[src/rtl/keypad_arb_pkg.sv]
// Shared constants and FSM encodings for the keypad arbiter and its key buffer.
package keypad_arb_pkg;

    localparam int unsigned KEY_W     = 4;
    localparam int unsigned N_CLIENTS = 2;

    // Grant FSM
    localparam logic [1:0] G_IDLE = 2'd0;
    localparam logic [1:0] G_OWN0 = 2'd1;
    localparam logic [1:0] G_OWN1 = 2'd2;

    // Keyboard handshake FSM
    localparam logic K_IDLE = 1'b0;
    localparam logic K_ACK  = 1'b1;

endpackage

[src/rtl/key_fifo.sv]
// Small synchronous FIFO holding captured key indices; flush wins over push/pop.
module key_fifo
    import keypad_arb_pkg::*;
#(
    parameter int unsigned DEPTH = 4
) (
    input  logic                     clk,
    input  logic                     rst_n,
    input  logic                     push_i,
    input  logic [KEY_W-1:0]         data_i,
    input  logic                     pop_i,
    input  logic                     flush_i,
    output logic                     full_o,
    output logic                     empty_o,
    output logic [KEY_W-1:0]         head_o,
    output logic [$clog2(DEPTH):0]   count_o
);

    localparam int unsigned AW = $clog2(DEPTH);
    localparam int unsigned CW = AW + 1;

    logic [KEY_W-1:0] mem_q [DEPTH];
    logic [AW-1:0]    wr_q, wr_d, rd_q, rd_d;
    logic [CW-1:0]    cnt_q, cnt_d;
    logic             do_push, do_pop;

    assign full_o  = (cnt_q == CW'(DEPTH));
    assign empty_o = (cnt_q == '0);
    assign head_o  = mem_q[rd_q];
    assign count_o = cnt_q;

    assign do_push = push_i && !full_o;
    assign do_pop  = pop_i && !empty_o;

    always_comb begin
        wr_d  = wr_q;
        rd_d  = rd_q;
        cnt_d = cnt_q;
        if (flush_i) begin
            wr_d  = '0;
            rd_d  = '0;
            cnt_d = '0;
        end else begin
            if (do_push) wr_d = wr_q + AW'(1);
            if (do_pop)  rd_d = rd_q + AW'(1);
            case ({do_push, do_pop})
                2'b10:   cnt_d = cnt_q + CW'(1);
                2'b01:   cnt_d = cnt_q - CW'(1);
                default: cnt_d = cnt_q;
            endcase
        end
    end

    always_ff @(posedge clk or negedge rst_n) begin
        if (!rst_n) begin
            wr_q  <= '0;
            rd_q  <= '0;
            cnt_q <= '0;
        end else begin
            wr_q  <= wr_d;
            rd_q  <= rd_d;
            cnt_q <= cnt_d;
        end
    end

    // Storage is reset so the shared key_code output reads 0 out of reset.
    always_ff @(posedge clk or negedge rst_n) begin
        if (!rst_n) begin
            for (int i = 0; i < int'(DEPTH); i++) mem_q[i] <= '0;
        end else if (do_push && !flush_i) begin
            mem_q[wr_q] <= data_i;
        end
    end

endmodule

[src/rtl/keypad_arbiter.sv]
// Round-robin owner of the shared keypad scanner; acks its handshake and streams keys to the owner.
module keypad_arbiter
    import keypad_arb_pkg::*;
#(
    parameter int unsigned FIFO_DEPTH = 4
) (
    input  logic                 clk,
    input  logic                 rst_n,
    input  logic [N_CLIENTS-1:0] req,
    output logic [N_CLIENTS-1:0] gnt,
    output logic [N_CLIENTS-1:0] key_valid,
    input  logic [N_CLIENTS-1:0] key_ready,
    output logic [KEY_W-1:0]     key_code,
    output logic                 kb_en,
    input  logic                 kb_key_valid,
    output logic                 kb_key_received,
    input  logic [KEY_W-1:0]     kb_pressed_index
);

    localparam int unsigned CNT_W = $clog2(FIFO_DEPTH) + 1;

    logic [1:0]       g_q, g_d;
    logic             last_q, last_d;
    logic             k_q, k_d;
    logic             flush, push, pop, owner_req;
    logic             fifo_full, fifo_empty;
    logic [CNT_W-1:0] fifo_count;

    always_comb begin
        g_d    = g_q;
        last_d = last_q;
        flush  = 1'b0;
        case (g_q)
            G_IDLE: begin
                if (req[0] && req[1]) g_d = last_q ? G_OWN0 : G_OWN1;
                else if (req[0])      g_d = G_OWN0;
                else if (req[1])      g_d = G_OWN1;
            end
            G_OWN0: begin
                if (!req[0]) begin
                    g_d    = G_IDLE;
                    flush  = 1'b1;
                    last_d = 1'b0;
                end
            end
            G_OWN1: begin
                if (!req[1]) begin
                    g_d    = G_IDLE;
                    flush  = 1'b1;
                    last_d = 1'b1;
                end
            end
            default: g_d = G_IDLE;
        endcase
    end

    assign gnt       = {g_q == G_OWN1, g_q == G_OWN0};
    assign kb_en     = |gnt;
    assign owner_req = |(gnt & req);

    // A full buffer leaves the keyboard stalled with valid high, so no key is dropped.
    always_comb begin
        k_d  = k_q;
        push = 1'b0;
        case (k_q)
            K_IDLE: begin
                if (kb_key_valid && owner_req && !fifo_full) begin
                    k_d  = K_ACK;
                    push = 1'b1;
                end
            end
            K_ACK:   if (!kb_key_valid) k_d = K_IDLE;
            default: k_d = K_IDLE;
        endcase
    end

    assign kb_key_received = (k_q == K_ACK);
    assign key_valid       = gnt & {N_CLIENTS{!fifo_empty}};
    assign pop             = |(key_valid & key_ready);

    always_ff @(posedge clk or negedge rst_n) begin
        if (!rst_n) begin
            g_q    <= G_IDLE;
            last_q <= 1'b1;
            k_q    <= K_IDLE;
        end else begin
            g_q    <= g_d;
            last_q <= last_d;
            k_q    <= k_d;
        end
    end

    key_fifo #(
        .DEPTH (FIFO_DEPTH)
    ) u_fifo (
        .clk     (clk),
        .rst_n   (rst_n),
        .push_i  (push),
        .data_i  (kb_pressed_index),
        .pop_i   (pop),
        .flush_i (flush),
        .full_o  (fifo_full),
        .empty_o (fifo_empty),
        .head_o  (key_code),
        .count_o (fifo_count)
    );

    full_matches_count: assert property (
        @(posedge clk) disable iff (!rst_n) fifo_full == (fifo_count == CNT_W'(FIFO_DEPTH))
    );

endmodule

[config.mk]
export PLATFORM = sky130hd
export DESIGN_NAME = keypad_arbiter
export DESIGN_NICKNAME = d
export VERILOG_FILES = /design/src/rtl/keypad_arb_pkg.sv /design/src/rtl/key_fifo.sv /design/src/rtl/keypad_arbiter.sv
export SDC_FILE = /design/constraint.sdc
export NUM_CORES = 1
export LEC_CHECK = 0
export CAP_MARGIN = 25
export CORE_UTILIZATION = 57
export DETAILED_ROUTE_END_ITERATION = 12
export PLACE_DENSITY = 0.93
export SYNTH_ARGS = -nofsm -noshare
export SYNTH_HDL_FRONTEND = slang
export SYNTH_SLANG_ARGS = --single-unit
[constraint.sdc]
create_clock -name clk -period 4 [get_ports clk]
set_input_delay 1.2 -clock clk [delete_from_list [all_inputs] [get_ports clk]]
set_output_delay 1.2 -clock clk [all_outputs]
set_load 0.05 [all_outputs]
# ---- After elaboration in Yosys (flattened, before gate mapping)
# Cells that the tools add are included.
dict set report classes {
  n_mux 29
  addsub 4
  eq_ne 8
  reduce_logical 21
  n_bitwise 6
  n_lt_le_gt_ge 3
}
# cell count
set op_table {}
lappend op_table {{two-way mux 2 bit} 10}
lappend op_table {{bitwise mux 16 bit} 1}
lappend op_table {{two-way mux 4 bit} 3}
lappend op_table {{binary-select mux 4 bit (select 2 bit)} 1}
lappend op_table {{demux 4 bit (select 2 bit)} 1}
lappend op_table {{logical AND 1 bit} 7}
lappend op_table {{two-way mux 1 bit} 7}
lappend op_table {{bitwise AND 2 bit} 3}
lappend op_table {{>= comparator 3 bit (second input constant)} 2}
lappend op_table {{NOT 2 -> 3 bit} 2}
lappend op_table {{one-hot mux 1 bit (2 select lines)} 3}
lappend op_table {{one-hot mux 2 bit (3 select lines)} 1}
lappend op_table {{one-hot mux 3 bit (2 select lines)} 1}
lappend op_table {{AND reduction 3 bit} 2}
lappend op_table {{nonzero test 2 bit} 3}
lappend op_table {{OR reduction 2 bit} 3}
lappend op_table {{adder 2 x 1 -> 2 bit (second input constant)} 2}
lappend op_table {{equality test 2 x 1 -> 1 bit (second input constant)} 2}
lappend op_table {{equality test 2 bit (second input constant)} 2}
lappend op_table {{inequality test 2 bit (second input constant)} 2}
lappend op_table {{inequality test 4 bit (second input constant)} 1}
lappend op_table {{adder 3 x 1 -> 3 bit (second input constant)} 1}
lappend op_table {{equality test 3 bit (second input constant)} 1}
lappend op_table {{logical NOT 1 bit} 3}
lappend op_table {{other kinds (7)} 7}
dict set report totals {
  reg_bits 27
  output_inout_bits 10
  input_bits 11
}

# ---- Depth between registers and ports, before layout
# Gate-level depths: netlist (run 1).
dict set report depth {
  ltp_word 11
  depth_mapped 9
}

# ---- Modules after synthesis
# A second synthesis (run 1) with hierarchy kept.
dict set report hier_totals {
  hier_cells 138
  hier_area_um2 1589.0
}
# mod n_inst area_per_inst_um2 cells_each
set modules_own_cells {}
lappend modules_own_cells {key_fifo 1 1281.2 104}
lappend modules_own_cells {keypad_arbiter 1 307.8 34}

# ---- Least setup slack after synthesis (run 1)
# OpenSTA, ideal clock, no wires.
dict set report synth_timing {
  path_kind {input port to flip-flop}
  start {input port req[0]}
  end {register u_fifo.cnt_q[2] (netlist: u_fifo.count_o[2])}
  arrival_ps 2918
  n_path_buf 0
  stages 7
  path_slack_ps 1002
  t_required_ps 3921
  cell_sequence {a22oi_1 -> a2111oi_4 -> nor3_1 -> fa_1 -> a21boi_0 -> mux2i_1 -> mux2i_1}
}
dict set report synth_via {
  elab_chain_len 10
  elab_cells_between_ends 14
  classes_between {eq/ne: 2; mux: 6; bitwise: 1; reduce/logical: 5}
}
# element line_no
set synth_rtl {}
lappend synth_rtl {{start: declaration} keypad_arbiter.sv:9} ;# input logic [N_CLIENTS-1:0] req,
lappend synth_rtl {{bitwise AND 2 bit} keypad_arbiter.sv:59} ;# assign owner_req = |(gnt & req);
lappend synth_rtl {{OR reduction 2 bit} keypad_arbiter.sv:59}
lappend synth_rtl {{logical AND 1 bit (2 in series)} keypad_arbiter.sv:67} ;# if (kb_key_valid && owner_req && !fifo_full) begin
lappend synth_rtl {{two-way mux 1 bit} keypad_arbiter.sv:67}
lappend synth_rtl {{two-way mux 1 bit} keypad_arbiter.sv:65} ;# case (k_q)
lappend synth_rtl {{logical AND 1 bit} key_fifo.sv:32} ;# assign do_push = push_i && !full_o;
lappend synth_rtl {{equality test 2 x 1 -> 1 bit / equality test 2 bit (equally long branches)} key_fifo.sv:46} ;# case ({do_push, do_pop})
lappend synth_rtl {{one-hot mux 3 bit (2 select lines)} key_fifo.sv:46}
lappend synth_rtl {{two-way mux 3 bit} key_fifo.sv:39} ;# if (flush_i) begin
lappend synth_rtl {{end signal: assignment} key_fifo.sv:62} ;# cnt_q <= cnt_d;
lappend synth_rtl {{end: declaration} key_fifo.sv:24} ;# logic [CW-1:0] cnt_q, cnt_d;
# Parallel ways exist; a longest one is shown, timed or not.
# A chain may end at the register's enable or synchronous reset.

# ---- Worst setup path after layout (run 1)
dict set report layout_timing {
  start {register u_fifo.rd_q[0]}
  end {output port key_code[1]}
}
dict set report layout_via {
  elab_chain_len 4
}
# element line_no
set layout_rtl {}
lappend layout_rtl {{start: declaration} key_fifo.sv:23} ;# logic [AW-1:0] wr_q, wr_d, rd_q, rd_d;
lappend layout_rtl {{start signal: assignment} key_fifo.sv:61} ;# rd_q <= rd_d;
lappend layout_rtl {{NOT 2 -> 3 bit (not written as such)} key_fifo.sv:29} ;# assign head_o = mem_q[rd_q];
lappend layout_rtl {{binary-select mux 4 bit (select 2 bit)} key_fifo.sv:29}
lappend layout_rtl {{two-way mux 4 bit (not written as such) (2 in series)} key_fifo.sv:29}
lappend layout_rtl {{end: declaration} keypad_arbiter.sv:13} ;# output logic [KEY_W-1:0] key_code,
# Every way passes these cells. The select of a mux whose other input is x is not followed.

==> impl_metrics.json, run 1 <==
{
  "end_kind": "primary output",
  "place_ws_ns": 0.409,
  "synth_flop_cell": "dfrtp_1",
  "cts.sinks": 27,
  "nFillCells": 153,
  "nets": 162,
  "finalCritPeriodShare_pct": 84.5,
  "ant_nets": 0,
  "area_growth_pct": 18.4,
  "cts-root-buf": "clkbuf_4",
  "cts_hold_buffers": 0,
  "hold_violations": 0,
  "cts_buffers": 3,
  "maxCapViolations": 0,
  "htree_levels": 1,
  "grt_overflow_total": 0,
  "tns_ns": 0,
  "cts_tree": "built",
  "grt_pass1_vias": 1016,
  "hold_path.class": "reg -> reg",
  "cp_slowest_cell": "clkdlybuf4s50_1",
  "fin_crit_ns": 3.38,
  "clk_latency_ns": 0.34,
  "chipHeight_um": 52.4,
  "p_leak_nw": 0.778,
  "fmax_mhz": 296,
  "clkTransAtPathRegs_ns": 0.15,
  "crit_buf_inv": 1,
  "fin_hold_ws_ns": 0.523,
  "async_reset_ff_share_pct": 100,
  "grt_pass1_wl_mm": 4.84,
  "drive_gt1_share_pct": 19.7,
  "p_per_area_nw_per_um2": 859,
  "grt_usage_pct": 25.2,
  "max_slew.worst_pin.slew_ns": 0.682,
  "cts_resized": 0,
  "setup_ws_ns": 0.621,
  "ys_seq_elements": 27,
  "status": "finished, final reports clean",
  "synth_area_leader_cell": "dfrtp_1",
  "die_w_um": 52.4,
  "num_rows": 17,
  "n_antenna_cell": 0,
  "netlist_area_um2": 1450,
  "die_area_um2": 2750,
  "synth_common_cells": "dfrtp_1 (26), mux2_2 (16), nor2_1 (9)",
  "clk_path_buf_depth": 2,
  "numPortBuffers": 20,
  "routed_wl_mm": 3.06,
  "dr.pass1.iters": 4,
  "syn_inst": 118,
  "ys_top_cells_by_area": "dfrtp_1 (45%), mux2_2 (12%), mux4_2 (6.2%)",
  "path_cells": "mux4_2, clkdlybuf4s50_1",
  "crit_required_ns": 2.80,
  "gp_congestion": 0.700,
  "synth-seq-area-share_pct": 46.8,
  "start_kind": "flip-flop",
  "synth_edf_count": 0,
  "synth_most_common_cell": "dfrtp_1",
  "rsz0062_at_grt": "false",
  "core-area_um2": 2300,
  "avgSynthCellArea_um2": 12.3,
  "clock_skew_ns": 0.00780,
  "yosysWarnings": 0,
  "first_iter_violations": 19,
  "synth.distinct_cells": 33,
  "syn-num-nets": 137,
  "arrival_ns": 2.18,
  "grt_max_degree": 28,
  "maxSlewHeadroom_pct": 54.2,
  "setup_violations": 0,
  "critPathKind": "reg -> out",
  "yosysTopAreaCellShare_pct": 44.9,
  "wire_per_inst_um": 18.0,
  "antenna_found_initial": 0,
  "drv_slew": 0,
  "post_cts_buffers": 0,
  "avgViaCountPerCell": 6.02,
  "postLayoutCoreUtil_pct": 74.6,
  "dpl.hpwl_mm": 2.32,
  "io_pins": 21,
  "critical-path-max-stage-delay_ns": 0.71,
  "drc": 0,
  "vias": 1024,
  "vdd_ir_drop_max_v": 0.000575,
  "critPathTopFamily": "buffers and inverters",
  "start_util_pct": 63.0,
  "cp_max_fo": 6
}
kinds of logic (layout without fill, tap and decap cells):
kind of cell	after synthesis	count (layout)	share of synthesized area [%]
AO/OA/AOI/OAI	13	13	7.61
XOR/XNOR	4	4	2.42
adder cells (fa/ha/maj)	8	8	7.43
buffers and inverters	8	32	2.33
flip-flops	27	27	46.8
multiplexers	25	25	22.1
AND/OR/NAND/NOR	33	33	11.3
area by class of cell:
cell class / instances / area [um2] / share of cell area [%]
clock buffers: 3 / 22.5 / 1.31
clock inverters: 1 / 5.00 / 0.292
inverters: 6 / 22.5 / 1.31
multi-input cells: 83 / 737 / 43.0
flip-flops and latches: 27 / 677 / 39.5
well taps: 28 / 35.0 / 2.04
repair buffers: 22 / 215 / 12.6
sequential cells by signal, indices dropped and copies added, names as in the netlist:
signal           flops
u_fifo.rd_q          2
u_fifo.wr_q          2
u_fifo.mem_q        16
kb_key_received      1
last_q               1
g_q                  2
u_fifo.count_o       3
final timing paths:
kind / end / startpoint / slack (ns) / cells past startpoint
min in group asynchronous: u_fifo.mem_q[15] / rst_n / 1.21 / 2
min: last_q / last_q / 0.52 / 2
min reg2reg: last_q / last_q / 0.52 / 2
max in group asynchronous: last_q / rst_n / 2.48 / 2
max: key_code[1] / u_fifo.rd_q[0] / 0.62 / 2
max reg2reg: u_fifo.count_o[2] / g_q[1] / 1.30 / 9
where the power goes:
part / switching [mW] / total [mW] / internal [mW] / leakage, nW
Combinational: 0.478 / 0.837 / 0.359 / 0.414
Sequential: 0.114 / 0.512 / 0.398 / 0.346
Clock: 0.0851 / 0.123 / 0.0377 / 0.0177
cells in the final DEF, fill, tap and decap left out, drive strengths merged, types with 2 or more instances in the layout:
master / count
mux2: 16
inv: 6
buf: 2
xnor2: 3
nand3: 6
nor3: 3
and2: 2
mux2i: 5
o21ai: 3
nand2: 5
a22oi: 2
ha: 7
nand2b: 3
dfrtp: 26
mux4: 4
clkbuf: 3
clkdlybuf4s50: 20
nor2: 9
nor2b: 2
layer usage:
| layer | share of wire, % | up-vias | track usage (%) |
|---|---|---|---|
| li1 | - | 466 | - |
| met1 | 41 | 526 | 29.8 |
| met2 | 54 | 27 | 47.3 |
| met3 | 3.4 | 5 | 2.61 |
| met4 | 1.1 | 0 | 7.89 |
| met5 | 0 | - | 0 |
stage by stage:
step           total power, mW  instance area (um2)  std cells
2_1_floorplan             1.11                 1450        118
3_3_place_gp              1.29                 1690        166
3_5_place_dp              1.35                 1690        166
4_1_cts                   1.47                 1710        170
5_1_grt                   1.55                 1710        170
6_report                  1.47                 1710        170
tightest hold or removal path, delay by kind of cell (launching register included):
kind,cells,cell delay (ns)
DFF,1,0.40
and+or+nand+nor,1,0.09
AOI/OAI and AO/OA,1,0.05
(Power assumes the default switching activity.)
==> run 2, diff against run 1 <==
- CORE_UTILIZATION: 57 -> 53
- PLACE_DENSITY: 0.93 -> 0.88
- clock period: 4 -> 3.4 ns (I/O delays scaled with it)
==> run 2 against run 1 <==
Net effect:
- first-iteration DRC count shrank 68%
- highest routed layer unchanged
- die area grew 7.2%
- largest cell class unchanged
- power grew 17%
==> impl_metrics.json, run 2 (same netlist as run 1, synthesis figures left out) <==
{
  "die_w_um": 54.3,
  "avgViaCountPerCell": 5.64,
  "chipHeight_um": 54.3,
  "die_area_um2": 2940,
  "r2r_cells": 9,
  "p_per_area_nw_per_um2": 992,
  "area_growth_pct": 19.6,
  "start_util_pct": 57.4,
  "routed_wl_mm": 2.69,
  "post_cts_buffers": 0,
  "cts_resized": 0,
  "regToRegSetupSlack_ns": 0.93,
  "cts-root-buf": "clkbuf_4",
  "hold_violations": 0,
  "vias": 981,
  "drv_slew": 0,
  "regMostFlops": "u_fifo.mem_q",
  "p_int_mw": 0.946,
  "met1_usage_pct": 25.8,
  "gp_congestion": 0.749,
  "finalCritPeriodShare_pct": 94.4,
  "cts_buffers": 3,
  "clock_skew_ns": 0.00255,
  "largest_reg_flops": 16,
  "grt_usage_pct": 21.0,
  "fmax_mhz": 312,
  "maxSlewHeadroom_pct": 66.4,
  "grt_overflow_total": 0,
  "numPortBuffers": 20,
  "drc": 0,
  "p_sw_share_pct": 44.9,
  "clk_path_buf_depth": 2,
  "wire_per_inst_um": 15.4,
  "crit_required_ns": 2.38,
  "rsz0062_at_grt": "false",
  "hold_depth": 2,
  "maxCapViolations": 0,
  "share_comb_of_total_power_pct": 57.1,
  "cts_tree": "built",
  "io_pins": 21,
  "clkTransAtPathRegs_ns": 0.14,
  "fin_total_pwr_mw": 1.72,
  "dr.pass1.iters": 4,
  "drive_gt1_share_pct": 20.8,
  "start_kind": "flip-flop",
  "busiest_layer": "met2",
  "hold_end": "last_q",
  "nets": 164,
  "cp_max_fo": 6,
  "fin_crit_ns": 3.21,
  "critPathKind": "reg -> out",
  "final_common_cell": "dfrtp_1",
  "p_leak_nw": 0.787,
  "clk_latency_ns": 0.32,
  "grtUsageMet3_pct": 3.33,
  "arrival_ns": 2.19,
  "end_kind": "primary output",
  "vdd_ir_drop_max_v": 0.000716,
  "power_frac_clock_pct": 8.1,
  "reg2reg_from": "g_q[1]",
  "min_from": "last_q",
  "seqPwrFrac_pct": 34.9,
  "status": "finished, final reports clean",
  "place_area_um2": 1700,
  "antenna_found_initial": 0,
  "grt_max_degree": 28,
  "grt_pass1_vias": 988,
  "first_iter_violations": 6,
  "htree_levels": 1,
  "cts_hold_buffers": 0,
  "cts.sinks": 27,
  "core-area_um2": 2520,
  "hold_path.class": "reg -> reg",
  "n_antenna_cell": 0,
  "ant_nets": 0,
  "fin_area_um2": 1730,
  "power.switching_mw": 0.772,
  "tns_ns": 0,
  "final_cell_mix": "dfrtp_1 (26), clkdlybuf4s50_1 (20), mux2_2 (16), nor2_1 (9), ha_1 (7)",
  "grtUsageMet2_pct": 38.2,
  "max_slew.worst_pin.slew_ns": 0.503,
  "num_rows": 18,
  "grt_pass1_wl_mm": 4.37,
  "r2r_end": "u_fifo.count_o[2]",
  "dpl.hpwl_mm": 2.08,
  "setup_violations": 0
}
## run 2: cell types whose count changed in the layout (fill, tap and decap cells not counted), sizes merged
| cell | before | now |
|---|---|---|
| buf | 2 | 4 |
## run 2: per-stage QoR
| step | utilization (%) | std cells | hold WS [ns] | setup slack (ns) |
|---|---|---|---|---|
| 4_1_cts | 68.7 | 174 | 0.519 | 0.183 |
| 3_5_place_dp | 67.6 | 170 | 0.495 | 0.176 |
| 6_report | 68.7 | 174 | 0.520 | 0.191 |
| 2_1_floorplan | - | 118 | 0.474 | 0.429 |
| 5_1_grt | 68.7 | 174 | 0.548 | 0.123 |
| 3_3_place_gp | 67.6 | 170 | 0.481 | 0.293 |
## run 2: worst max-delay path, stage by stage, from the launching register on
cell             delay (ns)
dfrtp_1                0.58
mux4_2                 0.57
clkdlybuf4s50_1        0.72
## run 2: worst max path at each step
stage	from	endpoint	slack [ns]	cells past startpoint
floorplan	g_q[1]	u_fifo.count_o[2]	0.43	9
global placement	req[0]	u_fifo.count_o[2]	0.29	8
detailed placement	req[0]	u_fifo.count_o[2]	0.18	8
CTS	u_fifo.rd_q[0]	key_code[3]	0.18	2
global route	u_fifo.rd_q[0]	key_code[3]	0.12	2
finish	u_fifo.rd_q[0]	key_code[1]	0.19	2
## run 2: power by group through the flow
stage,logic (mW),registers (mW),clock network (mW)
finish,0.980,0.599,0.138
global route,1.06,0.618,0.152
CTS,0.987,0.598,0.143
detailed placement,0.984,0.606,0
global placement,0.947,0.588,0
floorplan,0.744,0.567,0
## run 2: layer usage
metal / wire (um) / part of all wire [%]
met1: 1150 / 43
met2: 1450 / 54
met3: 73 / 2.7
met4: 10 / 0.37
met5: 0 / 0
## run 2: area by class of cell
class	count	area (um2)
fill	183	791
multi-input combinational	83	737
sequential	27	677
timing repair buffer	24	230
tap	30	37.5
clock buffer	3	22.5
inverter	6	22.5
clock inverter	1	5.00
==> run 3, diff against run 2 <==
- SETUP_SLACK_MARGIN: default -> 0.2
- SKIP_LAST_GASP: default -> 1
==> run 3 against run 2 <==
Net effect:
- setup slack improved by 0.17 ns
- register-to-register slack about the same
- sequential cell count unchanged
- die area unchanged
- via count increased by 1.2%
- clock power about the same
- highest routed layer unchanged
==> impl_metrics.json, run 3 (same netlist as run 1, synthesis figures left out) <==
{
  "status": "finished, final reports clean",
  "crit_required_ns": 2.38,
  "drc": 0,
  "tns_ns": 0,
  "final_cell_mix": "dfrtp_1 (26), mux2_2 (16), clkdlybuf4s50_1 (14), nor2_1 (9), ha_1 (7)",
  "clock_skew_ns": 0.00370,
  "p_int_mw": 0.930,
  "dpl.hpwl_mm": 2.08,
  "grt_max_degree": 28,
  "reg2reg_from": "g_q[1]",
  "grt_overflow_total": 0,
  "largest_reg_flops": 16,
  "cts_buffers": 3,
  "arrival_ns": 2.02,
  "area_growth_pct": 20.1,
  "avgViaCountPerCell": 5.71,
  "max_slew.worst_pin.slew_ns": 0.510,
  "htree_levels": 1,
  "cp_slowest_cell": "clkdlybuf4s50_1",
  "power.switching_mw": 0.779,
  "clk_latency_ns": 0.33,
  "rsz0062_at_grt": "false",
  "n_antenna_cell": 0,
  "clkTransAtPathRegs_ns": 0.15,
  "cp_max_fo": 8,
  "dr.pass1.iters": 4,
  "cts_tree": "built",
  "path_cells": "inv_1, ha_1, clkdlybuf4s50_1",
  "critPathTopFamily": "buffers and inverters",
  "fin_hold_ws_ns": 0.520,
  "die_w_um": 54.3,
  "hold_path.class": "reg -> reg",
  "crit_start": "g_q[1]",
  "antenna_found_initial": 0,
  "nFillCells": 183,
  "postLayoutCoreUtil_pct": 68.9,
  "seqPwrFrac_pct": 35.3,
  "critical-path-max-stage-delay_ns": 0.86,
  "gp_congestion": 0.749,
  "routed_wl_mm": 2.76,
  "first_iter_violations": 5,
  "chipHeight_um": 54.3,
  "grt_pass1_vias": 988,
  "grt_usage_pct": 21.0,
  "finalCritPeriodShare_pct": 89.3,
  "wire_per_inst_um": 15.9,
  "fin_crit_ns": 3.04,
  "p_leak_nw": 0.852,
  "route.met3.wl_um": 88,
  "die_area_um2": 2940,
  "start_kind": "flip-flop",
  "highest_layer": "met4",
  "ant_nets": 0,
  "hold_violations": 0,
  "setup_violations": 0,
  "fin_total_pwr_mw": 1.71,
  "maxCapViolations": 0,
  "wl_met2_mm": 1.48,
  "io_pins": 21,
  "fmax_mhz": 329,
  "min_from": "last_q",
  "clk_path_buf_depth": 2,
  "start_util_pct": 57.4,
  "maxSlewHeadroom_pct": 66.0,
  "power_frac_clock_pct": 8.2,
  "multi_input_area_um2": 737,
  "regMostFlops": "u_fifo.mem_q",
  "vias": 993,
  "p_per_area_nw_per_um2": 982,
  "final_common_cell": "dfrtp_1",
  "cts_hold_buffers": 0,
  "cts-root-buf": "clkbuf_4",
  "crit_buf_inv": 2,
  "critPathKind": "reg -> out",
  "share_comb_of_total_power_pct": 56.5,
  "drv_slew": 0,
  "core-area_um2": 2520,
  "cts.sinks": 27,
  "nets": 164,
  "num_rows": 18,
  "grt_pass1_wl_mm": 4.37,
  "numPortBuffers": 20,
  "drt-met1-wl_mm": 1.18,
  "end_kind": "primary output",
  "p_sw_share_pct": 45.6,
  "regArea_um2": 677,
  "drive_gt1_share_pct": 20.8,
  "vdd_ir_drop_max_v": 0.000710
}
run 3: cell count changes in the layout (fill, tap and decap cells not counted):
cell / before / now
dlymetal6s2s_1: 0 / 4
dlygate4sd2_1: 0 / 2
clkdlybuf4s50_1: 20 / 14
run 3: power by group through the flow:
stage                     sequential [mW]  combinational (mW)  clock, mW
after detailed placement            0.606               0.984          0
after global placement              0.588               0.947          0
after global routing                0.620                1.04      0.152
final                               0.602               0.966      0.140
after CTS                           0.598               0.973      0.143
after floorplan                     0.567               0.744          0
run 3: per-layer routing:
layer,global-route usage (%),vias to the layer above
li1,-,474
met1,25.8,498
met2,38.2,19
met3,3.33,2
met4,5.13,0
met5,0,-
run 3: stage by stage:
stage                     cells  setup WS, ns  area (um2)
final                       174         0.364        1740
after global routing        174         0.251        1740
after CTS                   174         0.202        1730
after detailed placement    170         0.176        1700
after global placement      170         0.293        1700
after floorplan             118         0.429        1450
run 3: path summary, 6_finish.rpt:
| check | to | cells past startpoint | slack (ns) |
|---|---|---|---|
| max in group asynchronous | last_q | 2 | 2.07 |
| setup / recovery | gnt[0] | 3 | 0.36 |
| setup reg to reg | u_fifo.count_o[2] | 9 | 0.93 |
| min in group asynchronous | u_fifo.count_o[0] | 2 | 1.04 |
| hold / removal | last_q | 2 | 0.52 |
| hold reg to reg | last_q | 2 | 0.52 |
run 3: what timing repair did:
action                                  4_1_cts  5_1_grt
endpoints found under the setup margin        2        4
pin swaps                                     0        0
gates resized for setup                       2        4
hold endpoints to repair                      0        0
buffers inserted                              0        0
run 3: final cells by class:
| class | count | area share [%] |
|---|---|---|
| clock buffer | 3 | 1.29 |
| clock inverter | 1 | 0.288 |
| multi-input combinational | 83 | 42.4 |
| sequential | 27 | 38.9 |
| tap | 30 | 2.16 |
| timing repair buffer | 24 | 13.7 |
| inverter | 6 | 1.29 |
run 3: tightest hold or removal path, stage by stage (launching register included):
cell and delay (ns):
dfstp_2 0.40, nor2_1 0.09, a31oi_1 0.05
